<file path="src/rtl/pending_encoder_if.sv">
`default_nettype none
// ============================================================================
// Module   : pending_encoder_if
// Brief    : Capture/handshake bundle for pending_encoder (requests, grant
//            slot, pending count).
// Revision : 1.0
// ============================================================================
interface pending_encoder_if #(
    parameter int N = 8
);
    localparam int IDX_W = $clog2(N);
    localparam int CNT_W = $clog2(N + 1);

    logic              en;
    logic [N-1:0]      req;
    logic              out_ready;
    logic              out_valid;
    logic [IDX_W-1:0]  out_idx;
    logic [CNT_W-1:0]  pend_cnt;

    modport master (
        output en, req, out_ready,
        input  out_valid, out_idx, pend_cnt
    );

    modport slave (
        input  en, req, out_ready,
        output out_valid, out_idx, pend_cnt
    );
endinterface
`default_nettype wire

</file>
<file path="src/rtl/pending_encoder.sv">
`default_nettype none
// ============================================================================
// Module   : pending_encoder
// Brief    : Sticky request register drained one index per grant through a
//            valid/ready slot. Define ROUND_ROBIN_EN for rotating priority,
//            otherwise the highest pending index wins.
// Revision : 1.0
// ============================================================================
module pending_encoder #(
    parameter int N = 8
) (
    input  wire logic         clk,
    input  wire logic         rst_n,
    pending_encoder_if.slave  bus
);
    localparam int IDX_W = $clog2(N);
    localparam int CNT_W = $clog2(N + 1);

    logic [N-1:0]     r_pend;
    logic             r_valid;
    logic [IDX_W-1:0] r_idx;
    logic [CNT_W-1:0] r_cnt;

    logic [N-1:0]     w_set;
    logic [N-1:0]     w_clear;
    logic [N-1:0]     w_pend_next;
    logic [CNT_W-1:0] w_cnt_next;
    logic [IDX_W-1:0] w_sel;
    logic             w_free;
    logic             w_load;

    assign w_free = !r_valid || bus.out_ready;
    assign w_load = w_free && (r_pend != '0);
    assign w_set  = bus.en ? bus.req : '0;

`ifdef ROUND_ROBIN_EN
    logic [IDX_W-1:0] r_ptr;
    logic [IDX_W:0]   w_pos;
    logic             w_found;

    // Scan ptr, ptr-1, ..., wrapping modulo N; first pending bit wins.
    always_comb begin
        w_sel   = '0;
        w_found = 1'b0;
        w_pos   = '0;
        for (int k = 0; k < N; k++) begin
            w_pos = {1'b0, r_ptr} + (IDX_W+1)'(N - k);
            if (w_pos >= (IDX_W+1)'(N)) begin
                w_pos = w_pos - (IDX_W+1)'(N);
            end
            if (!w_found && r_pend[w_pos[IDX_W-1:0]]) begin
                w_found = 1'b1;
                w_sel   = w_pos[IDX_W-1:0];
            end
        end
    end

    always_ff @(posedge clk or negedge rst_n) begin
        if (!rst_n) begin
            r_ptr <= IDX_W'(N - 1);
        end else if (w_load) begin
            r_ptr <= (w_sel == '0) ? IDX_W'(N - 1) : (w_sel - 1'b1);
        end
    end
`else
    // Ascending scan: the last (highest) pending index overwrites earlier ones.
    always_comb begin
        w_sel = '0;
        for (int i = 0; i < N; i++) begin
            if (r_pend[i]) begin
                w_sel = IDX_W'(i);
            end
        end
    end
`endif

    // A fresh request on a bit being granted re-arms it: set wins over clear.
    assign w_clear     = w_load ? ({{(N-1){1'b0}}, 1'b1} << w_sel) : '0;
    assign w_pend_next = (r_pend & ~w_clear) | w_set;

    always_comb begin
        w_cnt_next = '0;
        for (int i = 0; i < N; i++) begin
            w_cnt_next = w_cnt_next + CNT_W'(w_pend_next[i]);
        end
    end

    always_ff @(posedge clk or negedge rst_n) begin
        if (!rst_n) begin
            r_pend  <= '0;
            r_cnt   <= '0;
            r_valid <= 1'b0;
            r_idx   <= '0;
        end else begin
            r_pend <= w_pend_next;
            r_cnt  <= w_cnt_next;
            if (w_load) begin
                r_valid <= 1'b1;
                r_idx   <= w_sel;
            end else if (w_free) begin
                r_valid <= 1'b0;
            end
        end
    end

    assign bus.out_valid = r_valid;
    assign bus.out_idx   = r_idx;
    assign bus.pend_cnt  = r_cnt;

endmodule
`default_nettype wire
</file>
<file path="src/flat_wrapper.sv">
// flat-port wrapper written by rule: the top's interface ports become plain ports
module pending_encoder_flat 
#(
    parameter int N = 8
)
  (clk, rst_n, bus_en, bus_req, bus_out_ready, bus_out_valid, bus_out_idx, bus_pend_cnt);
  pending_encoder_if #(.N(N)) bus_i ();
  input  wire logic clk;
  input  wire logic rst_n;
  input wire logic [$bits(bus_i.en)-1:0] bus_en;
  input wire logic [$bits(bus_i.req)-1:0] bus_req;
  input wire logic [$bits(bus_i.out_ready)-1:0] bus_out_ready;
  output wire logic [$bits(bus_i.out_valid)-1:0] bus_out_valid;
  output wire logic [$bits(bus_i.out_idx)-1:0] bus_out_idx;
  output wire logic [$bits(bus_i.pend_cnt)-1:0] bus_pend_cnt;
  assign bus_i.en = bus_en;
  assign bus_i.req = bus_req;
  assign bus_i.out_ready = bus_out_ready;
  assign bus_out_valid = bus_i.out_valid;
  assign bus_out_idx = bus_i.out_idx;
  assign bus_pend_cnt = bus_i.pend_cnt;
  pending_encoder #(.N(N)) u_core (.clk(clk), .rst_n(rst_n), .bus(bus_i));
endmodule
</file>
<file path="config.mk">
export PLATFORM = sky130hd
export DESIGN_NAME = pending_encoder_flat
export DESIGN_NICKNAME = d
export VERILOG_FILES = /design/src/rtl/pending_encoder_if.sv /design/src/rtl/pending_encoder.sv /design/src/flat_wrapper.sv
export SDC_FILE = /design/constraint.sdc
export NUM_CORES = 1
export LEC_CHECK = 0
export CORE_ASPECT_RATIO = 1.5
export CORE_MARGIN = 2
export CORE_UTILIZATION = 35
export DETAILED_ROUTE_END_ITERATION = 10
export GPL_ROUTABILITY_DRIVEN = 0
export HOLD_SLACK_MARGIN = 0.08
export PLACE_DENSITY_LB_ADDON = 0.08
export SETUP_SLACK_MARGIN = 0.3
export SLEW_MARGIN = 20
export SYNTH_ARGS = -nofsm -noshare
export SYNTH_HDL_FRONTEND = slang
export SYNTH_SLANG_ARGS = --single-unit
</file>
<file path="constraint.sdc">
create_clock -name clk -period 4.9 [get_ports clk]
set_clock_uncertainty 0.1 [all_clocks]
set_input_delay 0.98 -clock clk [delete_from_list [all_inputs] [get_ports clk]]
set_output_delay 0.98 -clock clk [all_outputs]
set_load 0.005 [all_outputs]
</file>
Yosys cells after proc, flatten, opt, wreduce, memory -nomap -nowiden
Cells that the tools add are included.
Widths: inputs -> output; s select.
{"block": "totals", "ff_bits": 16, "input_bits": 12, "out_inout_bits": 8, "wordCells": 31}
{"block": "classes", "n_addsub": 7, "shift": 1, "mux": 11, "bitwise": 3, "n_reduce_logical": 5}
{"op": "$add 4x1->4", "n": 6}
{"op": "$mux 3", "n": 6}
{"op": "$mux 8", "n": 2}
{"op": "$and 8x8->8", "n": 1}
{"op": "$not 8->8", "n": 1}
{"op": "$or 8x8->8", "n": 1}
{"op": "$reduce_bool 8->1", "n": 1}
{"op": "$shl 1x3->8 const A", "n": 1}
{"op": "$mux 1", "n": 3}
{"op": "$add 1x1->2", "n": 1}
{"op": "$reduce_bool 2->1", "n": 1}
{"op": "$logic_and 1x1->1", "n": 1}
{"op": "$logic_not 1->1", "n": 1}
{"op": "$logic_or 1x1->1", "n": 1}

Logic depth before layout (Yosys ltp)
{"block": "logic_depth", "depth_word": 19, "ltp_mapped": 12, "depth_no_buf": 12}

Least setup slack after synthesis
OpenSTA, ideal clock, no wires.
{"block": "synth_timing", "path_type": "input -> register", "startpoint": "input bus_out_ready", "endpoint": "register u_core.r_cnt[2], in the netlist u_core.bus.pend_cnt[2]", "setup_ns": 0.122, "t_arrival_ns": 3.708, "path_slack_ns": 0.970, "cell_stages": 12, "n_path_buf": 0, "path_cell_list": "nor2b_4 > and2b_4 > nand3b_1 > a22o_1 > ha_1 > inv_1 > fa_1 > fa_1 > inv_1 > fa_1 > fa_1 > xor2_1"}
{"block": "synth_between", "elab_chain_len": 13}
{"item": "start: declaration", "line_no": "flat_wrapper.sv:12", "source": "input wire logic [$bits(bus_i.out_ready)-1:0] bus_out_ready;"}
{"item": "$logic_or 1x1->1", "line_no": "pending_encoder.sv:32", "source": "assign w_free = !r_valid || bus.out_ready;"}
{"item": "$logic_and 1x1->1", "line_no": "pending_encoder.sv:33", "source": "assign w_load = w_free && (r_pend != '0);"}
{"item": "$mux 8", "line_no": "pending_encoder.sv:78", "source": "assign w_clear = w_load ? ({{(N-1){1'b0}}, 1'b1} << w_sel) : '0;"}
{"item": "$not 8->8", "line_no": "pending_encoder.sv:79", "source": "assign w_pend_next = (r_pend & ~w_clear) | w_set;"}
{"item": "$and 8x8->8", "line_no": "pending_encoder.sv:79"}
{"item": "$or 8x8->8", "line_no": "pending_encoder.sv:79"}
{"item": "named net u_core.w_pend_next[1]", "line_no": "pending_encoder.sv:26", "source": "logic [N-1:0] w_pend_next;"}
{"item": "$add 1x1->2", "line_no": "pending_encoder.sv:84", "source": "w_cnt_next = w_cnt_next + CNT_W'(w_pend_next[i]);"}
{"item": "$add 4x1->4 (6 in a row)", "line_no": "pending_encoder.sv:84"}
{"item": "named net u_core.w_cnt_next[2]", "line_no": "pending_encoder.sv:27", "source": "logic [CNT_W-1:0] w_cnt_next;"}
{"item": "end signal: assignment", "line_no": "pending_encoder.sv:96", "source": "r_cnt <= w_cnt_next;"}
{"item": "end: declaration", "line_no": "pending_encoder.sv:22", "source": "logic [CNT_W-1:0] r_cnt;"}
The timed path passes the listed nets, and every way through them passes these cells.
A chain may end at the register's enable or synchronous reset.

Final worst setup path
Same ends and word-level chain as after synthesis.

==> PnR_summary.wiki <==
{| class="wikitable"
! Metric !! Value
|-
| Detailed-routing iteration count for the pre-antenna-repair pass || 4
|-
| Cell chosen for the clock root || sky130_fd_sc_hd__clkbuf_4
|-
| Maximum number of pins on one net before global-route repair || 17
|-
| Global route total overflow || 0
|-
| Distinct cells, synth || 27
|-
| Leak Pwr || 0.000446 uW
|-
| Ys Warns || 0
|-
| Run status || finished clean
|-
| Maximum fanout encountered on the critical timing path || 9
|-
| Effective utilization at floorplan || 0.371
|-
| Commonest cells after routing, fill and taps aside || sky130_fd_sc_hd__clkdlybuf4s50_1 (19), sky130_fd_sc_hd__dfrtp_1 (16), sky130_fd_sc_hd__inv_1 (6)
|-
| Fraction of registers with async set/reset || 1.00
|-
| Worst hold start || u_core.bus.out_idx[2]
|-
| Wire length of the first global-routing pass || 2750 um
|-
| Area grow syn2layout || 31.3%
|-
| Placement row count || 21
|-
| Final-stage net count || 114
|-
| Core occupancy in the finished layout || 0.487
|-
| Launch point of the critical path || bus_out_ready
|-
| Area of the die || roughly 2800 um^2
|-
| Level count of the clock H-tree || 1
|-
| Total DRC errors in the routed layout || 0
|-
| Number of buffers between clock root and the deepest sink || 2
|-
| Area share of the leading cell type in the synthesized netlist || 0.483
|-
| Category of the most critical setup path || in -> reg
|-
| Sum of negative setup slack || 0 ns
|-
| Leading cell type in the layout, fill and taps excluded || sky130_fd_sc_hd__clkdlybuf4s50_1
|-
| # Post-CTS Setup Buffers || 0
|-
| Post-DP HPWL || ~1300 um
|-
| Most crowded layer after global routing || met2
|-
| Clock tree from TritonCTS || built
|-
| Worst-Margin Slew || 0.712 ns
|-
| Max-capacitance violation count || 0
|-
| Sequential cell area fraction in the yosys report || 0.483
|-
| RSZ-0062 raised after global routing || false
|-
| Number of buffers created by CTS || 3
|-
| Post-Syn Nets || 90
|-
| Multi-input logic area || around 400 um^2
|-
| Number of max-slew violations in the final report || 0
|-
| Dpl cells || 113
|-
| Met1 track demand over resource in global routing || 0.160
|-
| First-iteration detailed-routing DRC count || 3
|-
| Sequential standard cell area || approximately 400 um^2
|-
| WL final || approximately 1600 um
|-
| Worst rel slew slack || 0.524
|-
| Cell type contributing the most total cell area after synthesis || sky130_fd_sc_hd__dfrtp_1
|-
| Netlist Area Pre-Place || 828 um^2
|-
| Chip Height || 63.6 um
|-
| Achievable clock frequency || around 230 MHz
|-
| Insertion delay to the later sink of the worst-skew pair || 0.29 ns
|-
| Crit path time final || around 4.3 ns
|-
| Crit path launch type || input pin
|-
| Data arrival at the endpoint of the critical path || 4.39 ns
|-
| Final setup vio count || 0
|-
| Port Buffers || 19
|-
| Share of the clock period used by the worst path || 0.878
|-
| Register-to-Register Setup Slack || about 1.1 ns
|-
| Die Wd || between 40 and 50 um
|-
| Number of global-route vias before repair || 609
|-
| Count of placed standard cells in the final layout, fillers left out || about 120
|-
| Average routed wire per standard cell || 13.9 um
|-
| Clock edge transition at the registers on the reported setup and hold paths || 0.10 ns
|-
| I/O Pins || 20
|-
| Gates resized, CTS repair || 0
|-
| Fraction of met3 tracks used by global routing || 0.0229
|-
| Setup crit end kind || register
|-
| Filler cells || around 210
|-
| Number of hold buffers added after cts || 0
|-
| Cell count after synthesis || 71
|-
| Antenna Cells || 0
|-
| Final-report hold violation count || 0
|-
| Clock Sinks || 16
|-
| Antenna viol nets, final || 0
|-
| Maximum ir drop on the vdd rail || 0.176 mV
|-
| GRT Util Overall || 0.133
|-
| Core Area || approximately 2200 um^2
|-
| Via Count || 597
|-
| Ys flop type || sky130_fd_sc_hd__dfrtp_1
|-
| Layout cell share with drive strength beyond 1 || 0.117
|-
| Met2 layer usage reported by global route || 0.221
|-
| Cell Pwr Density || 337 nW/um^2
|-
| Worst hold path type || reg -> reg
|-
| EDFF count, synth || 0
|-
| Data required time of the critical path || roughly 5.0 ns
|-
| Largest cells by area after synthesis || sky130_fd_sc_hd__dfrtp_1 (48%), sky130_fd_sc_hd__fa_1 (9.7%), sky130_fd_sc_hd__a22o_1 (5.3%)
|-
| Avg Cell Area, Syn || 11.7 um^2
|-
| Via density per instance || 5.10
|-
| Number of synthesized register bits || 16
|-
| Launch point of the worst reg-to-reg path || u_core.r_pend[6]
|-
| Initial antenna violation count || 0
|}
registers in the layout, summed over array words and instances, names as in the netlist:
signal	cells
u_core.bus.out_idx	3
u_core.bus.pend_cnt	4
u_core.r_pend	8
u_core.bus.out_valid	1
cell usage after synthesis (all sizes together) (2+ instances only):
master,number
nor2,2
fa,4
a22o,5
nor4,2
ha,3
a22oi,3
nand2,4
inv,6
nor3,3
a21oi,3
nor2b,3
nor3b,2
o21ai,5
dfrtp,16
metrics by stage:
| step | total power, uW | setup WS, ns | hold slack [ns] | cell area [um^2] |
|---|---|---|---|---|
| global route | 391 | 0.447 | 0.470 | 1090 |
| CTS | 372 | 0.577 | 0.419 | 1090 |
| global placement | 284 | 0.290 | 0.389 | 1050 |
| finish | 366 | 0.598 | 0.413 | 1090 |
| floorplan | 219 | 0.970 | 0.379 | 828 |
| detailed placement | 282 | 0.251 | 0.397 | 1050 |
layer usage:
layer,share of wire,up-vias
li1,-,293
met1,0.41,284
met2,0.52,16
met3,0.047,4
met4,0.017,0
met5,0,-
area by class of cell:
type / instances / area share
inverters: 6 / 0.0207
multi-input cells: 48 / 0.369
flip-flops and latches: 16 / 0.368
clock buffers: 4 / 0.0334
repair buffers: 20 / 0.182
well taps: 23 / 0.0265
kinds of logic (layout without fill, tap and decap cells):
group,count (synthesis),in the layout,synth area share
buffers and inverters,7,30,0.0317
xor gates and xnor gates,1,1,0.0106
AOI/OAI and AO/OA,17,17,0.140
and+or+nand+nor,23,23,0.192
adders and majority gates,7,7,0.142
DFF,16,16,0.483
worst max-delay path: stages:
cell and delay (ns):
sky130_fd_sc_hd__clkdlybuf4s50_1 0.50, sky130_fd_sc_hd__nor2b_4 0.07, sky130_fd_sc_hd__and2b_4 0.27, sky130_fd_sc_hd__nand3b_1 0.08
sky130_fd_sc_hd__a22o_1 0.22, sky130_fd_sc_hd__ha_1 0.29, sky130_fd_sc_hd__inv_1 0.07, sky130_fd_sc_hd__fa_1 0.42
sky130_fd_sc_hd__fa_1 0.49, sky130_fd_sc_hd__inv_1 0.05, sky130_fd_sc_hd__fa_1 0.40, sky130_fd_sc_hd__fa_1 0.39
sky130_fd_sc_hd__xor2_1 0.15
report_power, final:
part	internal, uW	switching (uW)	leakage, uW	total, uW
logic	65.1	41.3	0.000257	106
registers	156	15.3	0.000168	171
clock network	45.3	43.7	0.0000210	89.0
path summary, 6_finish.rpt:
kind	endpoint	cells after the start
setup / recovery	u_core.bus.pend_cnt[2]	13
hold / removal	u_core.bus.out_idx[2]	2
setup reg to reg	u_core.bus.pend_cnt[2]	12
hold reg to reg	u_core.bus.out_idx[2]	2
max in group asynchronous	u_core.r_pend[0]	1
min in group asynchronous	u_core.bus.out_idx[1]	1
No activity file was read; power rests on OpenSTA's default activity.
